**src/rtl/scan_pkg.sv**
```systemverilog
// rtl/scan_pkg.sv - shared types, defaults and width helper for the display scanner
package scan_pkg;

    typedef enum logic {
        S_ACTIVE = 1'b0,
        S_BLANK  = 1'b1
    } scan_state_t;

    localparam int DEF_NUM_CH       = 2;
    localparam int DEF_DIV_CYCLES   = 10000;
    localparam int DEF_BLANK_CYCLES = 16;

    // Width able to index n distinct values; never narrower than one bit.
    function automatic int sel_width(input int n);
        return (n > 1) ? $clog2(n) : 1;
    endfunction

endpackage

```
**src/rtl/display_scanner_if.sv**
```systemverilog
// rtl/display_scanner_if.sv - scan enable and channel drive bundle for the display scanner
//
// Signals:
//   en       scan enable, driven by the controller side
//   ch_sel   index of the channel currently presented (steers the data mux)
//   ch_en_n  active-low one-hot channel drive
//   blank    high while every channel is dark during dead-time
//   tick     one-cycle pulse when a new ch_sel value is first presented
// Modports: master = scanner (drives channel outputs), slave = consumer (drives en).
interface display_scanner_if #(
    parameter int NUM_CH = scan_pkg::DEF_NUM_CH
);
    localparam int SEL_W = scan_pkg::sel_width(NUM_CH);

    logic             en;
    logic [SEL_W-1:0] ch_sel;
    logic [NUM_CH-1:0] ch_en_n;
    logic             blank;
    logic             tick;

    modport master (
        input  en,
        output ch_sel,
        output ch_en_n,
        output blank,
        output tick
    );

    modport slave (
        output en,
        input  ch_sel,
        input  ch_en_n,
        input  blank,
        input  tick
    );

endinterface

```
**src/rtl/display_scanner_tick_gen.sv**
```systemverilog
// rtl/display_scanner_tick_gen.sv - enabled modulo-TC counter with terminal-count strobe
//
// Ports:
//   clk    clock, rising edge
//   reset  synchronous, active-low; clears the count
//   en     count enable; the count holds while low
//   done   high in the enabled cycle whose count is TC-1 (the count clears on that edge)
module tick_gen
    import scan_pkg::*;
#(
    parameter int TC = 2
) (
    input  logic clk,
    input  logic reset,
    input  logic en,
    output logic done
);

    localparam int W = sel_width(TC);

    logic [W-1:0] count;

    assign done = en && (count == W'(TC - 1));

    always_ff @(posedge clk) begin
        if (!reset) begin
            count <= '0;
        end else if (done) begin
            count <= '0;
        end else if (en) begin
            count <= count + 1'b1;
        end
    end

endmodule

```
**src/rtl/display_scanner.sv**
```systemverilog
// rtl/display_scanner.sv - time-multiplexed display channel scanner with optional dead-time
//
// Ports:
//   clk    clock, rising edge
//   reset  synchronous, active-low
//   bus    display_scanner_if.master: en in; ch_sel, ch_en_n, blank, tick out (all registered)
// Build option: define SCAN_BLANK_EN to insert BLANK_CYCLES of dead-time between channels;
// without it the channel advances directly at the end of each dwell and blank stays 0.
module display_scanner
    import scan_pkg::*;
#(
    parameter int NUM_CH       = DEF_NUM_CH,
    parameter int DIV_CYCLES   = DEF_DIV_CYCLES,
    parameter int BLANK_CYCLES = DEF_BLANK_CYCLES
) (
    input  logic              clk,
    input  logic              reset,
    display_scanner_if.master bus
);

    localparam int SEL_W = sel_width(NUM_CH);

    if (NUM_CH < 2 || NUM_CH > 16) begin : g_bad_num_ch
        $error("display_scanner: NUM_CH must be in 2..16");
    end
    if (DIV_CYCLES < 2) begin : g_bad_div
        $error("display_scanner: DIV_CYCLES must be at least 2");
    end
    if (BLANK_CYCLES < 1 || BLANK_CYCLES > DIV_CYCLES - 1) begin : g_bad_blank
        $error("display_scanner: BLANK_CYCLES must be in 1..DIV_CYCLES-1");
    end

    scan_state_t       state;
    scan_state_t       state_next;
    logic [SEL_W-1:0]  ch_sel_inc;
    logic [SEL_W-1:0]  ch_sel_next;
    logic [NUM_CH-1:0] ch_en_n_next;
    logic              tick_next;
    logic              dwell_done;
    logic              blank_done;

    // Wrap explicitly so ch_sel never reaches NUM_CH even when NUM_CH is not a power of two.
    assign ch_sel_inc = (bus.ch_sel == SEL_W'(NUM_CH - 1)) ? '0 : bus.ch_sel + 1'b1;

    tick_gen #(.TC(DIV_CYCLES)) u_dwell (
        .clk   (clk),
        .reset (reset),
        .en    (bus.en && (state == S_ACTIVE)),
        .done  (dwell_done)
    );

`ifdef SCAN_BLANK_EN
    logic blank_next;

    tick_gen #(.TC(BLANK_CYCLES)) u_blank (
        .clk   (clk),
        .reset (reset),
        .en    (bus.en && (state == S_BLANK)),
        .done  (blank_done)
    );
`else
    assign blank_done = 1'b0;
    assign bus.blank  = 1'b0;
`endif

    // done strobes already include en, so a disabled cycle keeps everything and tick low.
    always_comb begin
        state_next   = state;
        ch_sel_next  = bus.ch_sel;
        ch_en_n_next = bus.ch_en_n;
        tick_next    = 1'b0;
`ifdef SCAN_BLANK_EN
        blank_next   = bus.blank;
`endif
        case (state)
            S_ACTIVE: begin
                if (dwell_done) begin
`ifdef SCAN_BLANK_EN
                    state_next   = S_BLANK;
                    ch_en_n_next = '1;
                    blank_next   = 1'b1;
`else
                    ch_sel_next  = ch_sel_inc;
                    ch_en_n_next = ~(NUM_CH'(1) << ch_sel_inc);
                    tick_next    = 1'b1;
`endif
                end
            end
            S_BLANK: begin
                if (blank_done) begin
                    state_next   = S_ACTIVE;
                    ch_sel_next  = ch_sel_inc;
                    ch_en_n_next = ~(NUM_CH'(1) << ch_sel_inc);
                    tick_next    = 1'b1;
`ifdef SCAN_BLANK_EN
                    blank_next   = 1'b0;
`endif
                end
            end
            default: begin
                state_next = S_ACTIVE;
            end
        endcase
    end

    always_ff @(posedge clk) begin
        if (!reset) begin
            state       <= S_ACTIVE;
            bus.ch_sel  <= '0;
            bus.ch_en_n <= ~NUM_CH'(1);
            bus.tick    <= 1'b0;
`ifdef SCAN_BLANK_EN
            bus.blank   <= 1'b0;
`endif
        end else begin
            state       <= state_next;
            bus.ch_sel  <= ch_sel_next;
            bus.ch_en_n <= ch_en_n_next;
            bus.tick    <= tick_next;
`ifdef SCAN_BLANK_EN
            bus.blank   <= blank_next;
`endif
        end
    end

endmodule

```
**src/flat_wrapper.sv**
```systemverilog
// flat-port wrapper written by rule: the top's interface ports become plain ports
module display_scanner_flat import scan_pkg::*;
#(
    parameter int NUM_CH       = DEF_NUM_CH,
    parameter int DIV_CYCLES   = DEF_DIV_CYCLES,
    parameter int BLANK_CYCLES = DEF_BLANK_CYCLES
)
  (clk, reset, bus_en, bus_ch_sel, bus_ch_en_n, bus_blank, bus_tick);
  display_scanner_if #(.NUM_CH(NUM_CH)) bus_i ();
  input  logic clk;
  input  logic reset;
  input wire logic [$bits(bus_i.en)-1:0] bus_en;
  output wire logic [$bits(bus_i.ch_sel)-1:0] bus_ch_sel;
  output wire logic [$bits(bus_i.ch_en_n)-1:0] bus_ch_en_n;
  output wire logic [$bits(bus_i.blank)-1:0] bus_blank;
  output wire logic [$bits(bus_i.tick)-1:0] bus_tick;
  assign bus_i.en = bus_en;
  assign bus_ch_sel = bus_i.ch_sel;
  assign bus_ch_en_n = bus_i.ch_en_n;
  assign bus_blank = bus_i.blank;
  assign bus_tick = bus_i.tick;
  display_scanner #(.NUM_CH(NUM_CH), .DIV_CYCLES(DIV_CYCLES), .BLANK_CYCLES(BLANK_CYCLES)) u_core (.clk(clk), .reset(reset), .bus(bus_i));
endmodule
```
**config.mk**
```make
export PLATFORM = sky130hd
export DESIGN_NAME = display_scanner_flat
export DESIGN_NICKNAME = d
export VERILOG_FILES = /design/src/rtl/scan_pkg.sv /design/src/rtl/display_scanner_if.sv /design/src/rtl/display_scanner_tick_gen.sv /design/src/rtl/display_scanner.sv /design/src/flat_wrapper.sv
export SDC_FILE = /design/constraint.sdc
export NUM_CORES = 1
export LEC_CHECK = 0
export CAP_MARGIN = 20
export CORE_MARGIN = 5
export CORE_UTILIZATION = 29
export DETAILED_ROUTE_END_ITERATION = 12
export PLACE_DENSITY = 0.55
export REMOVE_ABC_BUFFERS = 1
export SLEW_MARGIN = 40
export SYNTH_ARGS = -nofsm -noshare
export SYNTH_HDL_FRONTEND = slang
export SYNTH_SLANG_ARGS = --single-unit
```
**constraint.sdc**
```tcl
create_clock -name clk -period 1.5 [get_ports clk]
set_input_delay 0.15 -clock clk [delete_from_list [all_inputs] [get_ports clk]]
set_output_delay 0.15 -clock clk [all_outputs]
set_load 0.01 [all_outputs]
```
* After elaboration in Yosys (flattened, before gate mapping)
Cells that the tools add are included.
** Operators by class
- Equal/unequal tests :: 2
- Bitwise logic cells :: 3
- Add/subtract/negate cells :: 2
- Shifts and indexed selects :: 1
- Muxes and demuxes :: 8
- Reductions and logical operators :: 4
** Operators by type and width (number)
- $add 14x1->14 const B :: 1
- $eq 14x14->1 const B :: 1
- $mux 1 :: 5
- $mux 2 :: 2
- $logic_and 1x1->1 :: 2
- $ne 2x1->1 const B :: 1
- $not 1->1 :: 2
- $not 2->2 :: 1
- $pmux 1 s2 :: 1
- $reduce_and 2->1 :: 1
- $reduce_or 2->1 :: 1
- $shl 1x1->2 const A :: 1
- $add 1x1->1 const B :: 1
** Word-level totals
- Output and inout bits :: 5
- Register bits :: 19
- Logic and storage cells :: 25

* Longest topological paths before layout
Gate-level depths: netlist of run 1.
- Word-level depth :: 6
- Depth in mapped cells :: 6
- Mapped depth without buffers :: 5

* Cells and area by module
From an unflattened synthesis of run 1, not the netlist that was laid out.
** Unflattened totals
- Cells, all modules :: 83
- Area total of the unflattened synthesis :: 754.5 um^2
** By module, submodules not included
- tick_gen :: cells an instance 72, times used 1, sequential area each 280.3 um^2, area each 639.4 um^2
- display_scanner :: cells an instance 11, times used 1, sequential area each 60.1 um^2, area each 115.1 um^2

* Worst setup path after synthesis of run 1
OpenSTA, ideal clock, no wires.
- Path kind :: register to register
- Start :: reg u_core.u_dwell.count[0]
- End :: reg u_core.u_dwell.count[0]
- Path slack :: 0.098 ns
- Clock period less this slack :: 1.402 ns
- Stages on the path, launching flop included :: 7
- Data arrival time :: 1.287 ns
- Buffers on the path :: 1
- Library setup time :: 0.115 ns
- Cells stage by stage :: dfxtp_1 ha_1 and4_2 nand4_1 nand2_2 buf_6 nor2_1
** On the way
- Longest elaborated chain between the ends :: 3
** RTL lines
- start: declaration :: line display_scanner_tick_gen.sv:21 : logic [W-1:0] count;
- start signal: assignment :: line display_scanner_tick_gen.sv:31 : count <= count + 1'b1;
- parallel branches: the longest is 3 deep, another holds $add 14x1->14
Several ways; the timed one is not identified.
A chain may end at the register's enable or synchronous reset.

* Final worst setup path of run 1
- Start :: reg u_core.u_dwell.count[6]
- End :: reg u_core.u_dwell.count[3]
** On the way
- Longest elaborated chain between the ends :: 3
** RTL lines
- $eq 14x14->1 :: line display_scanner_tick_gen.sv:23 : assign done = en && (count == W'(TC - 1));
- $logic_and 1x1->1 :: line display_scanner_tick_gen.sv:23
- $reduce_or 2->1 (no line)
No other way between the ends.

==> flow_summary.json, run 1 <==
{
  "wl_um": 1510,
  "status": "completed",
  "dieArea_sq_um": 3860,
  "die_y_um": 62.1,
  "p_leak_nw": 0.330,
  "drt_pre_antenna_iters": 4,
  "synth_cells": 86,
  "ant_nets": 0,
  "grt_pass1_wl_um": 2360,
  "numCtsBuffers": 3,
  "p_total_w": 0.000769,
  "fill_cells": 267,
  "overflow": 0,
  "synth.distinct_cells": 23,
  "hold_viol_final": 0,
  "crit_fanout": 6,
  "ir_drop_mv": 0.373,
  "cts-hold-fix-buffers": 0,
  "synthesis.area_sq_um": 787,
  "dp_hpwl_um": 1110,
  "core_sq_um": 2540,
  "postPlaceCellArea_sq_um": 896,
  "setup_viol": 0,
  "tns_ns": 0,
  "cts_sinks": 17,
  "synth_largest_area_cell": "dfxtp_1",
  "finish.instance_area_sq_um": 940,
  "period_minus_slack_ns": 1.41,
  "end_kind": "register",
  "fp.dieW_um": 62.1,
  "htreeDepth": 1,
  "fp-row-count": 18,
  "worst_skew_pair.late_latency_ns": 0.29,
  "ys_seq_area_frac": 0.432,
  "p_per_area_nw_per_um2": 818,
  "start_util": 0.309,
  "hold_slack_ns": 0.533,
  "mostFrequentLayoutCells": "dfxtp_1, nor2_1, xnor2_1, nand2_1",
  "startpoint_type": "register",
  "ys_warn_count": 0,
  "antenna_found_initial": 0,
  "syn2layout_area_growth_pct": 19.4,
  "maxCapViolations": 0,
  "drive_above_1_share": 0.222,
  "critPathKind": "register to register",
  "io_buffers": 6,
  "max_freq_mhz": 710,
  "first_iter_violations": 20,
  "final_cells": 129,
  "vias": 601,
  "cts_buffer_depth": 2,
  "period_share": 0.939,
  "synth.area.top_cells": "dfxtp_1, xnor2_1, nor2_1",
  "clk_pin_slew_ns": 0.11,
  "nets": 104,
  "yosys_register_bits": 17,
  "drc": 0,
  "arrival_ns": 1.61,
  "required_ns": 1.70,
  "track_usage": 0.0823,
  "antenna_cells": 0,
  "yosysTopAreaCellShare": 0.432,
  "grt_max_degree": 14,
  "io_pins": 8,
  "avgViaCountPerCell": 4.66,
  "worst_hold_path_type": "primary input to register",
  "cts_tree": "built",
  "slew_violations": 0,
  "layout_commonest_cell": "dfxtp_1",
  "rsz0062_at_grt": "false",
  "dpl.cell_count": 124,
  "finalClockSkew_ns": 0.00534,
  "gp_congestion": 0.751,
  "clock-root-buffer": "clkbuf_4",
  "wire_per_inst_um": 11.7,
  "first_global_vias": 535,
  "syn_area_per_cell_sq_um": 9.15
}
-- sequential cells by signal (all words and copies together), names as in the netlist --
| signal | cells |
|---|---|
| u_core.u_dwell.count | 14 |
| u_core.bus.tick | 1 |
| u_core.bus.ch_en_n | 2 |
-- cell usage after synthesis --
master / count
dfxtp_1: 17
nor2_1: 14
xnor2_1: 10
nand2_1: 7
nor4_1: 6
nand4_1: 4
xor2_1: 4
buf_4: 3
inv_1: 3
nor2_2: 3
mux2i_1: 2
nor3_1: 2
and3_1: 1
and4_2: 1
buf_6: 1
conb_1: 1
ha_1: 1
nand2_2: 1
nand3_1: 1
nand3_2: 1
nand4_4: 1
nor3b_1: 1
or2_2: 1
-- layout make-up --
cell class	instances	area (sq um)	area share
tap	30	37.5	0.0399
clock inverter	1	5.00	0.00533
clock buffer	3	22.5	0.0240
inverter	3	11.3	0.0120
sequential	17	343	0.365
timing repair buffer	12	105	0.112
multi-input combinational	63	415	0.442
-- where the power goes --
group	leakage, nW	total, W	switching, W	internal [W]
Combinational	0.174	0.0000531	0.0000290	0.0000241
Sequential	0.138	0.000462	0.00000389	0.000458
Clock	0.0177	0.000254	0.000154	0.0000992
-- logic make-up (layout without fill, tap and decap cells) --
logic type                 after synthesis  count (layout)  share of synthesized area
and+or+nand+nor                         44              45                      0.308
DFF                                     17              17                      0.432
xor gates and xnor gates                14              14                      0.156
buffers and inverters                    7              19                     0.0572
muxes                                    2               2                     0.0254
adders and majority gates                1               1                     0.0159
other                                    1               1                    0.00476
-- layer usage --
layer	GRT usage	share of wire	vias up
met5	0	0	-
met4	0.0364	0.0066	0
met3	0.0186	0.031	2
met2	0.115	0.46	10
met1	0.119	0.50	280
li1	-	-	309
-- worst paths after layout --
kind | cells past startpoint | from | end | slack, ns
setup / recovery | 4 | u_core.u_dwell.count[6] | u_core.u_dwell.count[3] | 0.09
hold / removal | 2 | reset | u_core.bus.ch_en_n[1] | 0.53
setup reg to reg | 4 | u_core.u_dwell.count[6] | u_core.u_dwell.count[3] | 0.09
hold reg to reg | 2 | u_core.u_dwell.count[13] | u_core.u_dwell.count[13] | 0.54
-- timing repair --
| action | 4_1_cts | 5_1_grt |
|---|---|---|
| gates resized for setup | 0 | 4 |
| endpoints found under the setup margin | 0 | 13 |
| setup buffers | 0 | 0 |
-- metrics by stage --
| stage | util | setup WS, ns |
|---|---|---|
| final | 0.369 | 0.0919 |
| after global routing | 0.369 | 0.0180 |
| after global placement | 0.352 | -0.0627 |
| after detailed placement | 0.352 | -0.0860 |
| after CTS | 0.363 | 0.0551 |
| after floorplan | - | 0.113 |
-- worst max-delay path, stage by stage (launching register included) --
cell,delay (ns)
dfxtp_1,0.37
nor4_1,0.35
nand4_1,0.28
nand2_2,0.24
nor2_1,0.07
(Power assumes the default switching activity.)
==> inputs of run 2 (changes only) <==
--- a/config.mk
+++ b/config.mk
@@ -9,7 +9,8 @@
 export CORE_MARGIN = 5
 export CORE_UTILIZATION = 29
 export DETAILED_ROUTE_END_ITERATION = 12
-export PLACE_DENSITY = 0.55
+export GPL_ROUTABILITY_DRIVEN = 0
+export PLACE_DENSITY = 0.53
 export REMOVE_ABC_BUFFERS = 1
 export SLEW_MARGIN = 40
 export SYNTH_ARGS = -nofsm -noshare
==> constraint.sdc (replaced) <==
create_clock -name clk -period 1.6 [get_ports clk]
set_input_delay 0.16 -clock clk [delete_from_list [all_inputs] [get_ports clk]]
set_output_delay 0.16 -clock clk [all_outputs]
set_load 0.01 [all_outputs]
==> run 2 against run 1 <==
  * Clock power down 9.8%
  * Highest routed layer unchanged
  * Die area did not move
  * Register-to-register slack gained 0.07 ns
  * Wire length fell by 9.3%
  * Setup slack gained 0.070 ns
  * Critical path type unchanged
  * Final cell count down 0.78%
==> flow_summary.json, run 2 (synthesis gave the netlist of run 1 again) <==
{
  "status": "completed",
  "syn2layout_area_growth_pct": 17.2,
  "cts_tree": "built",
  "post_cts_resized": 0,
  "setup_slack_ns": 0.162,
  "met1_usage": 0.113,
  "dp_hpwl_um": 1070,
  "slowest_stage": "nor4_1",
  "reg_top3": "u_core.u_dwell.count (14), u_core.bus.ch_en_n (2), u_core.bus.tick (1)",
  "track_usage": 0.0836,
  "clock-root-buffer": "clkbuf_4",
  "start_util": 0.309,
  "p_sw_w": 0.000160,
  "drt_pre_antenna_iters": 2,
  "p_total_w": 0.000706,
  "arrival_ns": 1.62,
  "min-delay-start": "reset",
  "first_iter_violations": 7,
  "critPathMaxStageDelay_ns": 0.40,
  "gr-max-usage-layer": "met2",
  "rr_startpoint": "u_core.u_dwell.count[5]",
  "cts-hold-fix-buffers": 0,
  "io_pins": 8,
  "finalClockSkew_ns": 0.00604,
  "grt_pass1_wl_um": 2370,
  "p_per_area_nw_per_um2": 766,
  "core_sq_um": 2540,
  "grt_max_degree": 14,
  "end_kind": "register",
  "power_frac_comb": 0.065,
  "post-cts-setup-buffers": 0,
  "clk_pin_slew_ns": 0.10,
  "numCtsBuffers": 3,
  "p_int_w": 0.000547,
  "nets": 103,
  "ir_drop_mv": 0.412,
  "period_minus_slack_ns": 1.44,
  "fp-row-count": 18,
  "worst_skew_pair.late_latency_ns": 0.29,
  "die_y_um": 62.1,
  "post-place-ws_ns": 0.00600,
  "p_seq_frac": 0.611,
  "drive_above_1_share": 0.173,
  "overflow": 0,
  "antenna_cells": 0,
  "wl_um": 1370,
  "grtUsageMet2": 0.127,
  "cp-startpoint": "u_core.u_dwell.count[5]",
  "largest_register": "u_core.u_dwell.count",
  "switching_share": 0.226,
  "maxCapViolations": 0,
  "io_buffers": 6,
  "ant_nets": 0,
  "antenna_found_initial": 0,
  "crit_fanout": 13,
  "vias": 579,
  "tns_ns": 0,
  "required_ns": 1.78,
  "cts_buffer_depth": 2,
  "final_util": 0.362,
  "startpoint_type": "register",
  "wire_per_inst_um": 10.7,
  "p_leak_nw": 0.324,
  "grt.met3_usage": 0.0186,
  "critPathKind": "register to register",
  "first_global_vias": 569,
  "hold_viol_final": 0,
  "drc": 0,
  "setup_viol": 0,
  "fill_cells": 270,
  "largest_reg_flops": 14,
  "fp.dieW_um": 62.1,
  "layout_commonest_cell": "dfxtp_1",
  "slew_violations": 0,
  "worst_hold_path_type": "primary input to register",
  "avgViaCountPerCell": 4.52,
  "cts_sinks": 17,
  "dieArea_sq_um": 3860,
  "mostFrequentLayoutCells": "dfxtp_1, nor2_1, xnor2_1, nand2_1",
  "max_freq_mhz": 695,
  "htreeDepth": 1,
  "crit_chain": "nor4_1, nand4_1, nand2_2, nor2_1",
  "period_share": 0.899,
  "clkPwrFrac": 0.324,
  "rsz0062_at_grt": "false"
}
## run 2: routing by layer
layer	vias up	wire, um
li1	311	-
met1	261	721
met2	5	610
met3	2	33
met4	0	8
met5	-	0
## run 2: final cells by class
class	count	area, sq um	share of cell area
Tap cell	30	37.5	0.0407
Sequential cell	17	340	0.369
Clock buffer	4	26.3	0.0285
Multi-Input combinational cell	62	402	0.436
Timing Repair Buffer	12	105	0.114
Inverter	3	11.3	0.0122
## run 2: stage by stage
step | instances | instance area, sq um | hold WS (ns)
floorplan | 82 | 753 | 0.222
global placement | 124 | 896 | 0.460
detailed placement | 124 | 896 | 0.481
CTS | 128 | 922 | 0.429
global route | 128 | 922 | 0.447
finish | 128 | 922 | 0.439
## run 2: path summary, 6_finish.rpt
path | endpoint | slack, ns | cells past startpoint
max | u_core.u_dwell.count[6] | 0.16 | 4
min | u_core.bus.ch_en_n[1] | 0.44 | 2
max reg2reg | u_core.u_dwell.count[6] | 0.16 | 4
min reg2reg | u_core.bus.ch_en_n[1] | 0.50 | 2
## run 2: power groups by stage
stage	Combinational, W	Sequential, W	Clock (W)
floorplan	0.0000193	0.000444	0
CTS	0.0000469	0.000432	0.000244
detailed placement	0.0000466	0.000442	0
finish	0.0000460	0.000432	0.000229
global route	0.0000534	0.000433	0.000257
global placement	0.0000456	0.000441	0
## run 2: worst max-delay path, delay by kind of cell (launching register included)
| kind | cells | cell delay [ns] |
|---|---|---|
| flops | 1 | 0.38 |
| simple gates | 4 | 0.95 |
